$ cat src/rtl/openfifo_rd_pkg.sv
// Shared types for the open FIFO read side.
// Holds the reader state enum and the output buffer depth.
package openfifo_rd_pkg;

  typedef enum logic {
    RD_RUN,
    RD_FLUSH
  } rd_state_e;

  localparam int RD_BUF_DEPTH = 2;

endpackage

$ cat src/rtl/openfifo4_reader_if.sv
// FIFO-side and downstream handshake bundle for the reader.
// master: reader (drives single_pop, out_valid, out_data); slave: environment.
interface openfifo4_reader_if #(
  parameter int DWIDTH = 32
);

  logic [DWIDTH-1:0] fifo_outData;
  logic              fifo_empty;
  logic              single_pop;
  logic              out_valid;
  logic              out_ready;
  logic [DWIDTH-1:0] out_data;

  modport master (
    input  fifo_outData,
    input  fifo_empty,
    input  out_ready,
    output single_pop,
    output out_valid,
    output out_data
  );

  modport slave (
    output fifo_outData,
    output fifo_empty,
    output out_ready,
    input  single_pop,
    input  out_valid,
    input  out_data
  );

endinterface

$ cat src/rtl/openfifo_rd_skid2.sv
// Two-entry ordered buffer (main + skid) with push/accept/clear.
// Ports: clk, rst, push, push_data, accept, clear -> occ, head (= main).
module openfifo_rd_skid2
  import openfifo_rd_pkg::*;
#(
  parameter int DWIDTH = 32
) (
  input  logic              clk,
  input  logic              rst,
  input  logic              push,
  input  logic [DWIDTH-1:0] push_data,
  input  logic              accept,
  input  logic              clear,
  output logic [1:0]        occ,
  output logic [DWIDTH-1:0] head
);

  logic [DWIDTH-1:0] skid;

  always_ff @(posedge clk) begin
    if (rst) begin
      occ  <= '0;
      head <= '0;
      skid <= '0;
    end else if (clear) begin
      occ <= '0;
    end else begin
      unique case (occ)
        2'd0: begin
          if (push) begin
            head <= push_data;
            occ  <= 2'd1;
          end
        end
        2'd1: begin
          if (push && accept) begin
            head <= push_data;
          end else if (push) begin
            skid <= push_data;
            occ  <= 2'd2;
          end else if (accept) begin
            occ <= 2'd0;
          end
        end
        2'(RD_BUF_DEPTH): begin
          // older skid entry always moves up before a newer push
          if (accept) begin
            head <= skid;
            if (push) begin
              skid <= push_data;
            end else begin
              occ <= 2'd1;
            end
          end
        end
        default: occ <= '0;
      endcase
    end
  end

endmodule

$ cat src/rtl/openfifo4_reader.sv
// Read-side consumer of the 4-entry open FIFO with flush and halt.
// Ports: clk, rst, bus (FIFO + downstream), halt, flush -> flushing, busy, drop_cnt.
module openfifo4_reader
  import openfifo_rd_pkg::*;
#(
  parameter int DWIDTH = 32,
  parameter int CWIDTH = 8
) (
  input  logic                clk,
  input  logic                rst,
  openfifo4_reader_if.master  bus,
  input  logic                halt,
  input  logic                flush,
  output logic                flushing,
  output logic                busy,
  output logic [CWIDTH-1:0]   drop_cnt
);

  localparam logic [CWIDTH+1:0] DropMax = {2'b00, {CWIDTH{1'b1}}};

  rd_state_e         state;
  logic [1:0]        occ;
  logic [DWIDTH-1:0] head;
  logic [CWIDTH-1:0] dropCnt;
  logic [CWIDTH-1:0] dropNext;
  logic [CWIDTH+1:0] dropSum;
  logic [1:0]        bufDrop;
  logic              accept;
  logic              popRun;
  logic              pop;
  logic              push;
  logic              clearBuf;
  logic              flushPop;

  // pop decision uses only flops and inputs; out_ready stays out of it
  always_comb begin
    accept   = (occ != 2'd0) & bus.out_ready;
    popRun   = !bus.fifo_empty & !halt
             & (occ < 2'(RD_BUF_DEPTH)) & !flush;
    pop      = 1'b0;
    unique case (state)
      RD_RUN:   pop = popRun;
      RD_FLUSH: pop = !bus.fifo_empty;
      default:  pop = 1'b0;
    endcase
    push     = (state == RD_RUN) & popRun;
    clearBuf = (state == RD_RUN) & flush;
    flushPop = (state == RD_FLUSH) & pop;
    bufDrop  = clearBuf ? (occ - {1'b0, accept}) : 2'd0;
    dropSum  = {2'b00, dropCnt}
             + {{CWIDTH{1'b0}}, bufDrop}
             + {{(CWIDTH + 1){1'b0}}, flushPop};
    dropNext = (dropSum > DropMax) ? {CWIDTH{1'b1}}
                                   : dropSum[CWIDTH-1:0];
  end

  always_ff @(posedge clk) begin
    if (rst) begin
      state   <= RD_RUN;
      dropCnt <= '0;
    end else begin
      dropCnt <= dropNext;
      unique case (state)
        RD_RUN: begin
          if (flush) state <= RD_FLUSH;
        end
        RD_FLUSH: begin
          if (bus.fifo_empty && !pop) state <= RD_RUN;
        end
        default: state <= RD_RUN;
      endcase
    end
  end

  openfifo_rd_skid2 #(
    .DWIDTH(DWIDTH)
  ) u_buf (
    .clk      (clk),
    .rst      (rst),
    .push     (push),
    .push_data(bus.fifo_outData),
    .accept   (accept),
    .clear    (clearBuf),
    .occ      (occ),
    .head     (head)
  );

  assign bus.single_pop = pop;
  assign bus.out_valid  = (occ != 2'd0);
  assign bus.out_data   = head;
  assign flushing       = (state == RD_FLUSH);
  assign busy           = (state != RD_RUN) | (occ != 2'd0);
  assign drop_cnt       = dropCnt;

  noPopWhenEmpty: assert property (
    @(posedge clk) disable iff (rst)
    !(bus.single_pop && bus.fifo_empty)
  );

endmodule

$ cat src/flat_wrapper.sv
// flat-port wrapper written by rule: the top's interface ports become plain ports
module openfifo4_reader_flat import openfifo_rd_pkg::*;
#(
  parameter int DWIDTH = 32,
  parameter int CWIDTH = 8
)
  (clk, rst, halt, flush, flushing, busy, drop_cnt, bus_fifo_outData, bus_fifo_empty, bus_out_ready, bus_single_pop, bus_out_valid, bus_out_data);
  openfifo4_reader_if #(.DWIDTH(DWIDTH)) bus_i ();
  input  logic clk;
  input  logic rst;
  input  logic halt;
  input  logic flush;
  output logic flushing;
  output logic busy;
  output logic [CWIDTH-1:0] drop_cnt;
  input wire logic [$bits(bus_i.fifo_outData)-1:0] bus_fifo_outData;
  input wire logic [$bits(bus_i.fifo_empty)-1:0] bus_fifo_empty;
  input wire logic [$bits(bus_i.out_ready)-1:0] bus_out_ready;
  output wire logic [$bits(bus_i.single_pop)-1:0] bus_single_pop;
  output wire logic [$bits(bus_i.out_valid)-1:0] bus_out_valid;
  output wire logic [$bits(bus_i.out_data)-1:0] bus_out_data;
  assign bus_i.fifo_outData = bus_fifo_outData;
  assign bus_i.fifo_empty = bus_fifo_empty;
  assign bus_i.out_ready = bus_out_ready;
  assign bus_single_pop = bus_i.single_pop;
  assign bus_out_valid = bus_i.out_valid;
  assign bus_out_data = bus_i.out_data;
  openfifo4_reader #(.DWIDTH(DWIDTH), .CWIDTH(CWIDTH)) u_core (.clk(clk), .rst(rst), .bus(bus_i), .halt(halt), .flush(flush), .flushing(flushing), .busy(busy), .drop_cnt(drop_cnt));
endmodule
$ cat config.mk
export PLATFORM = sky130hd
export DESIGN_NAME = openfifo4_reader_flat
export DESIGN_NICKNAME = d
export VERILOG_FILES = /design/src/rtl/openfifo_rd_pkg.sv /design/src/rtl/openfifo4_reader_if.sv /design/src/rtl/openfifo_rd_skid2.sv /design/src/rtl/openfifo4_reader.sv /design/src/flat_wrapper.sv
export SDC_FILE = /design/constraint.sdc
export NUM_CORES = 1
export LEC_CHECK = 0
export BUFFER_PORTS_ARGS = -buffer_cell sky130_fd_sc_hd__buf_2
export CAP_MARGIN = 5
export CORE_MARGIN = 4
export CORE_UTILIZATION = 50
export CTS_BUF_LIST = sky130_fd_sc_hd__clkbuf_4 sky130_fd_sc_hd__clkbuf_8
export CTS_CLUSTER_DIAMETER = 50
export DETAILED_ROUTE_END_ITERATION = 10
export HOLD_SLACK_MARGIN = 0.12
export PLACE_DENSITY = 0.87
export SKIP_LAST_GASP = 1
export SYNTH_ARGS = -nofsm -noshare
export SYNTH_HDL_FRONTEND = slang
export SYNTH_SLANG_ARGS = --single-unit
export TNS_END_PERCENT = 100
$ cat constraint.sdc
create_clock -name clk -period 6.02 [get_ports clk]
set_input_delay 1.204 -clock clk [delete_from_list [all_inputs] [get_ports clk]]
set_output_delay 1.204 -clock clk [all_outputs]
set_load 0.01 [all_outputs]
==> results of run 1 <==
## synthesized netlist by cell type, types with 2 or more instances
library cell,number
a21oi_2,6
xor2_1,4
nand3_1,4
dfxtp_1,75
ha_1,9
a21boi_0,2
a211oi_1,23
clkbuf_1,11
a211oi_2,10
o31a_1,2
mux2i_1,32
buf_2,12
nand2_1,70
nand4_1,2
a31oi_1,3
a21oi_1,67
buf_6,6
nand2b_1,4
xnor2_1,5
inv_1,9
nor3_1,4
o21a_1,2
nor2_1,11
## worst paths after layout
path | start | endpoint | slack, ps | cells after the start
max | bus_out_ready | u_core.drop_cnt[3]$_SDFF_PP0_ | 2540 | 11
min | u_core.u_buf.skid[5]$_SDFFE_PP0P_ | u_core.u_buf.skid[5]$_SDFFE_PP0P_ | 460 | 2
max reg2reg | u_core.u_buf.occ[1]$_SDFFE_PP0P_ | u_core.u_buf.head[5]$_SDFFE_PP0P_ | 2610 | 8
min reg2reg | u_core.u_buf.skid[5]$_SDFFE_PP0P_ | u_core.u_buf.skid[5]$_SDFFE_PP0P_ | 460 | 2
## sequential cells by signal, indices dropped and copies added, names as in the netlist
name and cells:
u_core.drop_cnt 8, u_core.flushing 1, u_core.u_buf.head 32, u_core.u_buf.occ 2
u_core.u_buf.skid 32
## power groups by stage
stage | Combinational (W) | Sequential [W] | Clock, W
2_1_floorplan | 0.0000770 | 0.000545 | 0
3_3_place_gp | 0.000131 | 0.000537 | 0
3_5_place_dp | 0.000135 | 0.000538 | 0
4_1_cts | 0.000135 | 0.000526 | 0.000389
5_1_grt | 0.000148 | 0.000529 | 0.000410
6_report | 0.000135 | 0.000526 | 0.000382
## critical path: stages
cell and delay [ps]:
buf_2 120, and2b_4 190, ha_1 280, nor2_1 40, ha_1 220, fa_1 440, xor2_1 270, nand2_1 140
nor4b_2 480, a21oi_2 180, a21oi_1 180
## per-stage QoR
step	instance area [µm²]	utilization
after global routing	4200	0.608
after detailed placement	4000	0.580
after CTS	4200	0.608
after global placement	4000	0.580
after floorplan	3600	-
final	4200	0.608
## cells in the final DEF, fill, tap and decap left out, drive strengths merged, types with 2 or more instances in the layout
cell | netlist | final
clkinv | 0 | 3
buf | 18 | 86
xor2 | 4 | 4
mux2i | 32 | 32
o21ai | 2 | 2
a211oi | 33 | 33
nor2 | 11 | 11
o21a | 2 | 2
nand2 | 71 | 71
a21oi | 73 | 73
nand3 | 4 | 4
o22ai | 2 | 2
xnor2 | 5 | 5
a21boi | 2 | 2
ha | 9 | 9
clkbuf | 11 | 10
nor3 | 5 | 5
a2111oi | 2 | 2
nand4 | 2 | 2
dfxtp | 75 | 75
nand2b | 4 | 4
o31a | 2 | 2
inv | 10 | 11
a31oi | 3 | 3
## logic make-up (layout without fill, tap and decap cells)
family          Yosys count  after routing  synth area share
compound gates          128            128             0.246
xor+xnor                  9              9            0.0219
fa+ha+maj                10             10            0.0368
buf+inv                  39            112            0.0573
flops                    75             75             0.417
mux                      32             32            0.0889
simple gates            106            106             0.133
## cell type report
class,count,area (µm²)
Fill cell,617,2710
Sequential cell,75,1500
Multi-Input combinational cell,285,1900
Clock inverter,6,65.1
Tap cell,96,120
Clock buffer,10,131
Inverter,10,37.5
Timing Repair Buffer,86,443
## layer usage
layer | global-route usage | vias to the layer above | wire length [µm]
li1 | - | 1557 | -
met1 | 0.251 | 1472 | 3820
met2 | 0.334 | 113 | 4030
met3 | 0.0455 | 7 | 595
met4 | 0.0757 | 0 | 78
met5 | 0 | - | 0
==> qor.csv, run 1 <==
stage;metric;value;unit
logic_synthesis;syn avg cell area;9.03;µm²
pwr;clock network power share;0.366;
cts;total CTS buffers;9;
logic_synthesis;Cells after Synth;399;
logic_synthesis;top_reg_cell synth;dfxtp_1;
cts;worst skew pair latency;330;ps
pwr;Tot Pwr;0.00104;W
setup_path;Worst Path Arrival;3740;ps
logic_synthesis;ys async rst share;0;
cts;Clock transition at path regs;80;ps
logic_synthesis;sequential-to-total area share from yosys stat;0.417;
logic_synthesis;register bit count reported by yosys;75;
global_routing;pin count of the biggest net entering global routing;77;
global_routing;first-pass GRT wire length;14100;µm
pwr;P per Cell Area;248;nW/µm²
placement;port bufs;81;
sta;fin. max-slew vios;0;
die;Die ar.;8630;µm²
global_routing;vias in the first global route;3094;
pwr;P_sw;0.000277;W
die;effective utilization at floorplan;0.522;
logic_synthesis;syn nets;447;
placement;routability cong.;0.932;
placement;placed insts;552;
cells_and_area;Cell Count, Final, Fillers Out;568;
detailed_routing;DR vias;3149;
logic_synthesis;Yosys cell types;49;
global_routing;Tot GR Track Use;0.200;
die;Core Area;6910;µm²
cells_and_area;Antenna Cells;0;
cts;CTS resizes;0;
sta;Worst-Margin Slew;1110;ps
cells_and_area;Final nets;515;
logic_synthesis;Netlist Area Pre-Place;3600;µm²
sta;final hold vios;0;
cts;clock root cell;clkbuf_8;
detailed_routing;starting DRC count in detailed routing;132;
logic_synthesis;share of the synthesized area in the top cell type;0.417;
die;die width;92.9;µm
run;max-cap check violation count;0;
sta;RSZ-0062 raised after global routing;no;
die;die height;92.9;µm
sta;Final WS setup;2540;ps
cts;H-tree depth;3;
sta;clock skew;7.45;ps
setup_path;Req. time, crit path;6270;ps
setup_path;CP Capture Type;register;
cts;Clock Path Buffers;2;
logic_synthesis;top post-synthesis cells by area;dfxtp_1 (42%), a21oi_1 (9.3%), mux2i_1 (8.9%);
cells_and_area;ratio of cells with drive above 1 in the final layout;0.271;
logic_synthesis;most area-hungry cell type in the Yosys netlist;dfxtp_1;
die;I/O pins;82;
sta;crit share post-route;0.579;
detailed_routing;drt wl/cell;15.0;µm
detailed_routing;Post-Route WL;8530;µm
pwr;sequential power share;0.505;
detailed_routing;Antenna Nets Post-Route;0;
outcome;status;complete, no violations;
detailed_routing;Remaining DRCs;0;
pwr;Internal;0.000765;W
setup_path;critical path peak fanout;6;
pwr;Leak Pwr;1.57;nW
logic_synthesis;synth warn;0;
sta;achievable frequency;0.287;GHz
cts;Sink Count;75;
placement;Place WS;2210;ps
cts;Post-CTS Hold Buffers;0;
pwr;worst vdd ir;0.000149;V
setup_path;Startpoint Class;input pin;
cts;CTS tree;built;
logic_synthesis;Post-synth EDFFs;0;
sta;# setup viols final;0;
detailed_routing;DR vias/cell;5.54;
sta;WHS;456;ps
detailed_routing;First-pass DRT Iterations;5;
sta;Slew HR;0.259;
setup_path;Worst Path Class, Setup;in -> reg;
placement;hpwl dp;5720;µm
cells_and_area;area added between synthesis and finish;16.5;%
sta;min Tclk post-route;3480;ps
pwr;Logic pwr share;0.129;
pwr;Sw Share;0.266;
min_path;Hold Crit Class;reg -> reg;
die;Core Rows;30;
sta;setup_tns;0;ps
cts;Post-CTS Setup Bufs;0;
global_routing;GRT overflow;0;
global_routing;initial antenna violation count;0;
Power figures use the tool's default switching activity.
==> inputs of run 2 (changes only) <==
--- a/config.mk
+++ b/config.mk
@@ -13,7 +13,7 @@
 export CTS_CLUSTER_DIAMETER = 50
 export DETAILED_ROUTE_END_ITERATION = 10
 export HOLD_SLACK_MARGIN = 0.12
-export PLACE_DENSITY = 0.87
+export PLACE_DENSITY = 0.9
 export SKIP_LAST_GASP = 1
 export SYNTH_ARGS = -nofsm -noshare
 export SYNTH_HDL_FRONTEND = slang
==> constraint.sdc (replaced) <==
create_clock -name clk -period 3.1 [get_ports clk]
set_input_delay 0.62 -clock clk [delete_from_list [all_inputs] [get_ports clk]]
set_output_delay 0.62 -clock clk [all_outputs]
set_load 0.01 [all_outputs]
==> qor.csv, run 2 (same netlist as run 1, synthesis figures left out) <==
stage;metric;value;unit;change
setup_path;crit path from;u_core.u_buf.occ[0]$_SDFFE_PP0P_;;was bus_out_ready
sta;Worst-Margin Slew;654;ps;was 1110 ps
placement;placed insts;562;;was 552
pwr;Leak Pwr;1.66;nW;was 1.57 nW
detailed_routing;Post-Route WL;9270;µm;was 8530 µm
sta;min Tclk post-route;3020;ps;
global_routing;vias in the first global route;3151;;was 3094
cts;total CTS buffers;9;;unchanged
cts;Post-CTS Hold Buffers;0;;unchanged
setup_path;Req. time, crit path;3340;ps;was 6270 ps
pwr;P per Cell Area;467;nW/µm²;was 248 nW/µm²
sta;setup_tns;0;ps;unchanged
placement;Place WS;-60.7;ps;was 2210 ps
sta;achievable frequency;0.332;GHz;
die;die height;92.9;µm;unchanged
setup_path;R2R Setup Slk;80;ps;was 2610 ps
global_routing;initial antenna violation count;0;;unchanged
global_routing;first-pass GRT wire length;14900;µm;was 14100 µm
cells_and_area;area added between synthesis and finish;21.9;%;was 16.5%
sta;# setup viols final;0;;unchanged
sta;Slew HR;0.564;;was 0.259
setup_path;CP peak stage delay;610;ps;was 480 ps
global_routing;Tot GR Track Use;0.217;;was 0.200
sta;final hold vios;0;;unchanged
cells_and_area;ratio of cells with drive above 1 in the final layout;0.318;;was 0.271
cells_and_area;fillers;599;;was 617
global_routing;GRT met1 Usage;0.272;;was 0.251
cts;Clock Path Buffers;2;;unchanged
setup_path;CP dominant cell by count;ha_4;;was ha_1
global_routing;GR peak layer;met2;;unchanged
setup_path;Reg2Reg Depth;13;;was 8
detailed_routing;First-pass DRT Iterations;4;;was 5
die;I/O pins;82;;unchanged
cells_and_area;Cell Count, Final, Fillers Out;581;;was 568
setup_path;Worst Path Arrival;3260;ps;was 3740 ps
cts;worst skew pair latency;340;ps;was 330 ps
detailed_routing;starting DRC count in detailed routing;149;;was 132
placement;routability cong.;0.955;;was 0.932
sta;fin. max-slew vios;0;;unchanged
setup_path;Reg-to-Reg End;u_core.drop_cnt[6]$_SDFF_PP0_;;was u_core.u_buf.head[5]$_SDFFE_PP0P_
setup_path;cells along the critical path;inv_2, ha_4, and2b_4, ha_1, nor2_1, ha_2, fa_2, ha_4, nand2_2, nor4b_4, buf_4, nand2_1, o21a_1;;was buf_2, and2b_4, ha_1, nor2_1, ha_1, fa_1, xor2_1, nand2_1, nor4b_2, a21oi_2, a21oi_1
min_path;Hold Path Stages;2;;unchanged
die;Core Area;6910;µm²;unchanged
die;die width;92.9;µm;unchanged
detailed_routing;drt wl/cell;16.0;µm;was 15.0 µm
cts;Sink Count;75;;unchanged
global_routing;pin count of the biggest net entering global routing;45;;was 77
min_path;Hold Crit Class;reg -> reg;;unchanged
die;Core Rows;30;;unchanged
run;max-cap check violation count;0;;unchanged
placement;placed instance area;4090;µm²;was 4000 µm²
setup_path;CP Capture Type;register;;unchanged
cells_and_area;most frequent cells in the layout;buf_2 (81), dfxtp_1 (75), nand2_1 (69);;was buf_2 (81), dfxtp_1 (75), nand2_1 (70)
cells_and_area;Design Area, Final;4390;µm²;was 4200 µm²
cts;Clock transition at path regs;80;ps;about the same
setup_path;Worst Path Class, Setup;reg -> reg;;was in -> reg
cells_and_area;Antenna Cells;0;;unchanged
cells_and_area;most common cell after layout, fill and taps aside;buf_2;;unchanged
cells_and_area;Final nets;528;;was 515
setup_path;Worst setup endpoint;u_core.drop_cnt[6]$_SDFF_PP0_;;was u_core.drop_cnt[3]$_SDFF_PP0_
global_routing;met3 global-route usage;0.0471;;was 0.0455
die;effective utilization at floorplan;0.522;;unchanged
pwr;worst vdd ir;0.000345;V;was 0.000149 V
cts;H-tree depth;3;;unchanged
placement;port bufs;81;;unchanged
setup_path;Startpoint Class;register;;was input pin
setup_path;critical path peak fanout;5;;was 6
cts;clock root cell;clkbuf_8;;unchanged
detailed_routing;DR vias/cell;5.64;;was 5.54
cells_and_area;Register Area;1500;µm²;unchanged
setup_path;reg2reg start;u_core.u_buf.occ[0]$_SDFFE_PP0P_;;was u_core.u_buf.occ[1]$_SDFFE_PP0P_
pwr;Tot Pwr;0.00205;W;was 0.00104 W
detailed_routing;Remaining DRCs;0;;unchanged
sta;crit share post-route;0.973;;
detailed_routing;Antenna Nets Post-Route;0;;unchanged
global_routing;GRT overflow;0;;unchanged
placement;hpwl dp;6430;µm;was 5720 µm
cts;CTS tree;built;;unchanged
outcome;status;complete, no violations;;unchanged
sta;Final WS setup;84.0;ps;was 2540 ps
detailed_routing;DR vias;3277;;was 3149
cells_and_area;multi-input logic area;1980;µm²;was 1900 µm²
sta;clock skew;10.2;ps;was 7.45 ps
setup_path;Worst path slowest cell;fa_2;;was nor4b_2
global_routing;met2 GRT Util;0.355;;was 0.334
die;Die ar.;8630;µm²;unchanged
[run 2: how the worst min path moves through the flow]
stage	startpoint	end
after floorplan	u_core.u_buf.skid[0]$_SDFFE_PP0P_	u_core.u_buf.skid[0]$_SDFFE_PP0P_
after global placement	u_core.u_buf.skid[0]$_SDFFE_PP0P_	u_core.u_buf.skid[0]$_SDFFE_PP0P_
after detailed placement	u_core.u_buf.skid[0]$_SDFFE_PP0P_	u_core.u_buf.skid[0]$_SDFFE_PP0P_
after CTS	u_core.u_buf.skid[0]$_SDFFE_PP0P_	u_core.u_buf.skid[0]$_SDFFE_PP0P_
after global routing	u_core.u_buf.skid[17]$_SDFFE_PP0P_	u_core.u_buf.skid[17]$_SDFFE_PP0P_
final	u_core.u_buf.skid[4]$_SDFFE_PP0P_	u_core.u_buf.skid[4]$_SDFFE_PP0P_
[run 2: layout make-up]
type                       instances  area share
sequential                        75       0.342
timing repair buffer              99       0.126
clock inverter                     4      0.0117
inverter                          10     0.00854
multi-input combinational        285       0.452
tap                               96      0.0273
clock buffer                      12      0.0333
[run 2: metal layers]
metal	part of all wire	vias up
met3	0.072	27
met1	0.41	1545
li1	-	1576
met4	0.028	0
met5	0	-
met2	0.49	129
[run 2: critical path, delay by kind of cell, from the launching register on]
kind / cells / cell delay [ps]
buf+inv: 2 / 300
flops: 1 / 340
compound gates: 1 / 170
fa+ha+maj: 5 / 1410
simple gates: 5 / 690
[run 2: power breakdown]
part | switching [W] | internal, W | leakage (nW)
clock | 0.000353 | 0.000400 | 0.101
combinational | 0.000165 | 0.000114 | 0.947
sequential | 0.0000215 | 0.00100 | 0.608
total | 0.000540 | 0.00151 | 1.66
[run 2: timing repair]
action | 4_1_cts | 5_1_grt
pin swaps | 0 | 2
endpoints found under the setup margin | 8 | 8
resized for setup | 4 | 13
buffers inserted | 0 | 3
[run 2: per-stage QoR]
stage	hold slack, ps	util
final	458	0.636
after global routing	482	0.636
after CTS	458	0.623
after detailed placement	446	0.592
after global placement	441	0.592
after floorplan	436	-
